$ cat src/rtl/ram_dp_param_if.sv
// rtl/ram_dp_param_if.sv - request/response bundle for ram_dp_param
interface ram_dp_param_if #(
  parameter int DATA_W = 8,
  parameter int ADDR_W = 8
);
  logic                  wr_en;
  logic [ADDR_W-1:0]     waddr;
  logic [DATA_W-1:0]     wdata;
  logic [DATA_W/8-1:0]   wbe;
  logic                  rd_en;
  logic [ADDR_W-1:0]     raddr;
  logic [DATA_W-1:0]     rdata;
  logic                  rvalid;
  logic                  addr_err;
  logic                  busy;

  modport master (
    output wr_en, waddr, wdata, wbe, rd_en, raddr,
    input  rdata, rvalid, addr_err, busy
  );

  modport slave (
    input  wr_en, waddr, wdata, wbe, rd_en, raddr,
    output rdata, rvalid, addr_err, busy
  );
endinterface

$ cat src/rtl/ram_dp_param.sv
// rtl/ram_dp_param.sv - parametrised simple dual-port RAM with byte enables and 1/2-cycle reads
// Optional macro RAM_CLEAR_ON_RESET_EN adds a post-reset zeroing sweep that holds busy high.
module ram_dp_param #(
  parameter int DATA_W      = 8,
  parameter int DEPTH       = 8,
  parameter int ADDR_W      = 8,
  parameter int RD_LAT      = 1,
  parameter int WRITE_FIRST = 1
) (
  input  logic          clk,
  input  logic          rst,
  ram_dp_param_if.slave bus
);
  localparam int              NB      = DATA_W / 8;
  localparam int              IDX_W   = (DEPTH > 1) ? $clog2(DEPTH) : 1;
  localparam logic [ADDR_W:0] DEPTH_C = (ADDR_W + 1)'(DEPTH);

  logic [DATA_W-1:0] mem_q [DEPTH];

  logic              busy_w;
  logic              clr_we;
  logic [IDX_W-1:0]  clr_idx;
  logic              wr_in, rd_in, wr_ok, rd_ok, err_d;
  logic [DATA_W-1:0] rd_word_d;
  logic [DATA_W-1:0] s1_data_q, rdata_q;
  logic              s1_valid_q, rvalid_q, err_q;

`ifdef RAM_CLEAR_ON_RESET_EN
  typedef enum logic {S_IDLE, S_CLEAR} state_t;
  localparam logic [ADDR_W-1:0] LAST_C = ADDR_W'(DEPTH - 1);

  state_t            state_q;
  logic [ADDR_W-1:0] cnt_q;
  logic              busy_q;

  always_ff @(posedge clk) begin
    if (rst) begin
      state_q <= S_CLEAR;
      cnt_q   <= '0;
      busy_q  <= 1'b1;
    end else if (state_q == S_CLEAR) begin
      if (cnt_q == LAST_C) begin
        state_q <= S_IDLE;
        busy_q  <= 1'b0;
      end else begin
        cnt_q <= cnt_q + 1'b1;
      end
    end
  end

  assign busy_w  = busy_q;
  assign clr_we  = (state_q == S_CLEAR) && !rst;
  assign clr_idx = cnt_q[IDX_W-1:0];
`else
  assign busy_w  = 1'b0;
  assign clr_we  = 1'b0;
  assign clr_idx = '0;
`endif

  // Requests are widened by one bit so DEPTH == 2**ADDR_W still compares correctly
  assign wr_in = ({1'b0, bus.waddr} < DEPTH_C);
  assign rd_in = ({1'b0, bus.raddr} < DEPTH_C);
  assign wr_ok = bus.wr_en && wr_in && !busy_w && !rst;
  assign rd_ok = bus.rd_en && !busy_w && !rst;
  assign err_d = !busy_w && ((bus.wr_en && !wr_in) || (bus.rd_en && !rd_in));

  always_comb begin
    rd_word_d = '0;
    if (rd_in) begin
      rd_word_d = mem_q[bus.raddr[IDX_W-1:0]];
      if ((WRITE_FIRST != 0) && wr_ok && (bus.waddr == bus.raddr)) begin
        for (int i = 0; i < NB; i++) begin
          if (bus.wbe[i]) rd_word_d[8*i +: 8] = bus.wdata[8*i +: 8];
        end
      end
    end
  end

  always_ff @(posedge clk) begin
    if (clr_we) begin
      mem_q[clr_idx] <= '0;
    end else if (wr_ok) begin
      for (int i = 0; i < NB; i++) begin
        if (bus.wbe[i]) mem_q[bus.waddr[IDX_W-1:0]][8*i +: 8] <= bus.wdata[8*i +: 8];
      end
    end
  end

  // Reset flushes both pipeline stages so an in-flight read never surfaces
  always_ff @(posedge clk) begin
    if (rst) begin
      s1_valid_q <= 1'b0;
      s1_data_q  <= '0;
      rvalid_q   <= 1'b0;
      rdata_q    <= '0;
      err_q      <= 1'b0;
    end else begin
      err_q      <= err_d;
      s1_valid_q <= rd_ok;
      if (rd_ok) s1_data_q <= rd_word_d;
      if (RD_LAT == 2) begin
        rvalid_q <= s1_valid_q;
        if (s1_valid_q) rdata_q <= s1_data_q;
      end else begin
        rvalid_q <= rd_ok;
        if (rd_ok) rdata_q <= rd_word_d;
      end
    end
  end

  assign bus.rdata    = rdata_q;
  assign bus.rvalid   = rvalid_q;
  assign bus.addr_err = err_q;
  assign bus.busy     = busy_w;
endmodule

$ cat src/flat_wrapper.sv
// flat-port wrapper written by rule: the top's interface ports become plain ports
module ram_dp_param_flat 
#(
  parameter int DATA_W      = 8,
  parameter int DEPTH       = 8,
  parameter int ADDR_W      = 8,
  parameter int RD_LAT      = 1,
  parameter int WRITE_FIRST = 1
)
  (clk, rst, bus_wr_en, bus_waddr, bus_wdata, bus_wbe, bus_rd_en, bus_raddr, bus_rdata, bus_rvalid, bus_addr_err, bus_busy);
  ram_dp_param_if #(.DATA_W(DATA_W), .ADDR_W(ADDR_W)) bus_i ();
  input  logic clk;
  input  logic rst;
  input wire logic [$bits(bus_i.wr_en)-1:0] bus_wr_en;
  input wire logic [$bits(bus_i.waddr)-1:0] bus_waddr;
  input wire logic [$bits(bus_i.wdata)-1:0] bus_wdata;
  input wire logic [$bits(bus_i.wbe)-1:0] bus_wbe;
  input wire logic [$bits(bus_i.rd_en)-1:0] bus_rd_en;
  input wire logic [$bits(bus_i.raddr)-1:0] bus_raddr;
  output wire logic [$bits(bus_i.rdata)-1:0] bus_rdata;
  output wire logic [$bits(bus_i.rvalid)-1:0] bus_rvalid;
  output wire logic [$bits(bus_i.addr_err)-1:0] bus_addr_err;
  output wire logic [$bits(bus_i.busy)-1:0] bus_busy;
  assign bus_i.wr_en = bus_wr_en;
  assign bus_i.waddr = bus_waddr;
  assign bus_i.wdata = bus_wdata;
  assign bus_i.wbe = bus_wbe;
  assign bus_i.rd_en = bus_rd_en;
  assign bus_i.raddr = bus_raddr;
  assign bus_rdata = bus_i.rdata;
  assign bus_rvalid = bus_i.rvalid;
  assign bus_addr_err = bus_i.addr_err;
  assign bus_busy = bus_i.busy;
  ram_dp_param #(.DATA_W(DATA_W), .DEPTH(DEPTH), .ADDR_W(ADDR_W), .RD_LAT(RD_LAT), .WRITE_FIRST(WRITE_FIRST)) u_core (.clk(clk), .rst(rst), .bus(bus_i));
endmodule
$ cat config.mk
export PLATFORM = sky130hd
export DESIGN_NAME = ram_dp_param_flat
export DESIGN_NICKNAME = d
export VERILOG_FILES = /design/src/rtl/ram_dp_param_if.sv /design/src/rtl/ram_dp_param.sv /design/src/flat_wrapper.sv
export SDC_FILE = /design/constraint.sdc
export NUM_CORES = 1
export LEC_CHECK = 0
export CAP_MARGIN = 0
export CORE_MARGIN = 2
export CORE_UTILIZATION = 45
export CTS_CLUSTER_DIAMETER = 120
export DETAILED_ROUTE_END_ITERATION = 7
export GPL_TIMING_DRIVEN = 0
export PLACE_DENSITY_LB_ADDON = 0.12
export SKIP_CTS_REPAIR_TIMING = 1
export SLEW_MARGIN = 15
export SYNTH_ARGS = -nofsm -noshare
export SYNTH_HDL_FRONTEND = slang
export SYNTH_SLANG_ARGS = --single-unit
$ cat constraint.sdc
create_clock -name clk -period 2.9 [get_ports clk]
set_input_delay 0.725 -clock clk [delete_from_list [all_inputs] [get_ports clk]]
set_output_delay 0.725 -clock clk [all_outputs]
set_load 0.05 [all_outputs]
==> run summary <==
Status -> complete, but fails checks
Failing checks -> DRC
Std-Cell Rows -> 29
Synthesized flop and latch total -> 74
I/O Buffers -> 33
Crit path DAT -> 2.69 ns
Post-Route Setup TNS -> 0 ns
Fmax -> 368 MHz
Pins Over Slew Limit -> 0
Die X -> 85.8 um
Worst VDD drop -> 368 uV
Wirelength, routed -> 6120 um
Clock skew -> 0.00730 ns
Placed cell count -> 280
Netlist cell types -> 27
Register area -> 2120 um^2
Ant diodes -> 0
Initial Util -> 46.9%
Final setup violation count -> 0
Fin crit period -> 2.72 ns
Largest net degree at the start of global routing -> 14
WL per Instance -> 20.7 um
Routed via count -> 1667
Worst slew pin tran -> 0.892 ns
Nets -> 243
Grt total ovfl -> 0
First-pass DRT Iterations -> 7
Crit Path Max Fanout -> 8
Util after Layout -> 58.0%
Pwr dens -> 594 nW/um^2
Final Wtd Congestion -> 0.752
# IOs -> 40
Max-Cap Viols -> 0
Leakage power -> 1.23 nW
Syn Area/Cell -> 18.0 um^2
Post-synth EDFFs -> 64
Crit path launch type -> primary input
Syn Nets -> 196
Top post-synthesis cells by area -> edfxtp_1 (64%), mux4_2 (12%), dfxtp_1 (6.7%)
CP Class -> primary input to register
FILL cells -> 488
Finished Layout Cells -> 296
Hold crit path type -> register to register
Post-Syn Instances -> 167
Most frequent cell after synthesis -> edfxtp_1
Primary FF master, synth -> edfxtp_1
Area of the die -> 7360 um^2
Post-synthesis cell area -> 3010 um^2
Clock latency on the worst-skew pair -> 0.35 ns
Footprint of the multi-input gates -> 877 um^2
Vias in the first global route -> 1751
Worst path required time -> 2.87 ns
Root Driver -> clkbuf_8
Die height -> 85.8 um
Fin. Hold Viols -> 0
# DRC -> 4
Setup slack after layout -> 0.183 ns
Max clock buf depth -> 2
Layout area overhead -> 23.8%
Synth async-reset ratio -> 0%
Total Routing Usage GR -> 18.5%
Element type at the critical path end -> register
Sink Count -> 74
Detailed Place HPWL -> 4030 um
DRT iter0 DRCs -> 140
Post-synth top cells -> edfxtp_1 (64), mux4_2 (16), nand2_1 (13), dfxtp_1 (10)
Layout cells sized above 1 -> 26.0%
Yosys warns -> 0
CTS tree -> yes
Part of the cycle the worst path needs -> 93.7%
First-pass GRT wire length -> 9560 um
H-tree depth -> 3
Clk slew on worst S/H paths -> 0.08 ns
Core Region -> 6420 um^2
Post-route ant nets -> 0
RSZ-0062 raised after global routing -> false
Top cell type by total area after synthesis -> edfxtp_1
Seq/Total Area, Yosys -> 70.5%
Clock buffer count from CTS -> 9
Relative slew slack -> 40.2%
Via density -> 5.63
Initial antenna violation count -> 0
Dpl ws -> -0.203 ns
Yosys top cell area share -> 63.9%
==> cells in the final DEF, fill, tap and decap left out <==
cell,instances
xnor2_1,8
nand2_1,13
clkinv_4,2
nor2_2,1
nor2b_1,2
or4_4,1
clkdlybuf4s50_1,33
o21ai_0,1
nor2_1,3
edfxtp_1,64
buf_6,1
o21ai_1,8
clkinvlp_4,1
nand3_1,1
bufinv_16,2
nor4b_2,2
clkbuf_8,10
nor4b_1,1
nor4_2,1
nor3_2,2
mux4_2,16
or4_1,1
nand4_1,3
mux2_2,8
clkbuf_2,1
clkbuf_1,4
buf_2,2
nor3b_2,2
conb_1,1
buf_4,4
clkinv_2,1
or4b_1,1
dfxtp_1,10
mux2i_1,8
==> sequential cells by signal (all words and copies together) (netlist names) <==
name and count:
u_core.bus.addr_err 1, u_core.mem_q 64, u_core.bus.rdata 8, u_core.bus.rvalid 1
==> power by group <==
group / internal (W) / leakage, nW / switching [W]
clock: 0.000509 / 0.112 / 0.000396
sequential: 0.00116 / 0.656 / 0.000000945
combinational: 0.0000763 / 0.460 / 0.0000752
==> worst max-delay path: stages <==
cell and delay [ns]:
clkdlybuf4s50_1 0.45, nor4b_1 0.42, nand4_1 0.30, nor3b_2 0.79
==> path summary, 6_finish.rpt <==
kind | cells past startpoint | slack, ns | from | endpoint
hold / removal | 2 | 0.45 | u_core.bus.rdata[4] | u_core.bus.rdata[4]
setup / recovery | 4 | 0.18 | bus_waddr[6] | u_core.mem_q[3][7]
setup reg to reg | 4 | 1.40 | u_core.mem_q[3][0] | u_core.bus.rdata[0]
hold reg to reg | 2 | 0.45 | u_core.bus.rdata[4] | u_core.bus.rdata[4]
==> layer usage <==
layer	vias to the layer above	part of all wire [%]	GRT usage (%)
met2	44	50	30.3
met4	0	2.5	8.37
met5	-	0	0
met3	13	4.1	4.14
met1	857	44	23.8
li1	753	-	-
==> layout make-up <==
class	count	area share (%)
Tap cell	77	2.59
Multi-Input combinational cell	84	23.5
Clock inverter	6	2.42
Timing Repair Buffer	36	9.47
Buffer	9	1.31
Clock buffer	10	3.69
Sequential cell	74	57.0
==> stage by stage <==
| stage | instance area, um^2 | hold slack [ns] | total power [W] |
|---|---|---|---|
| 2_1_floorplan | 3010 | 0.663 | 0.00126 |
| 3_3_place_gp | 3440 | 0.436 | 0.00133 |
| 3_5_place_dp | 3500 | 0.441 | 0.00133 |
| 4_1_cts | 3720 | 0.452 | 0.00222 |
| 5_1_grt | 3720 | 0.482 | 0.00228 |
| 6_report | 3720 | 0.447 | 0.00221 |
==> cell families (layout without fill, tap and decap cells) <==
logic type             after synthesis  after routing  share of synthesized area [%]
AO/OA/AOI/OAI                        9              9                           1.50
XOR/XNOR                             8              8                           2.33
buffers and inverters                9             61                           1.62
flip-flops                          74             74                           70.5
multiplexers                        32             32                           17.6
other                                1              1                          0.125
AND/OR/NAND/NOR                     34             34                           6.28
Note: power is estimated with default switching activity, not from simulation.
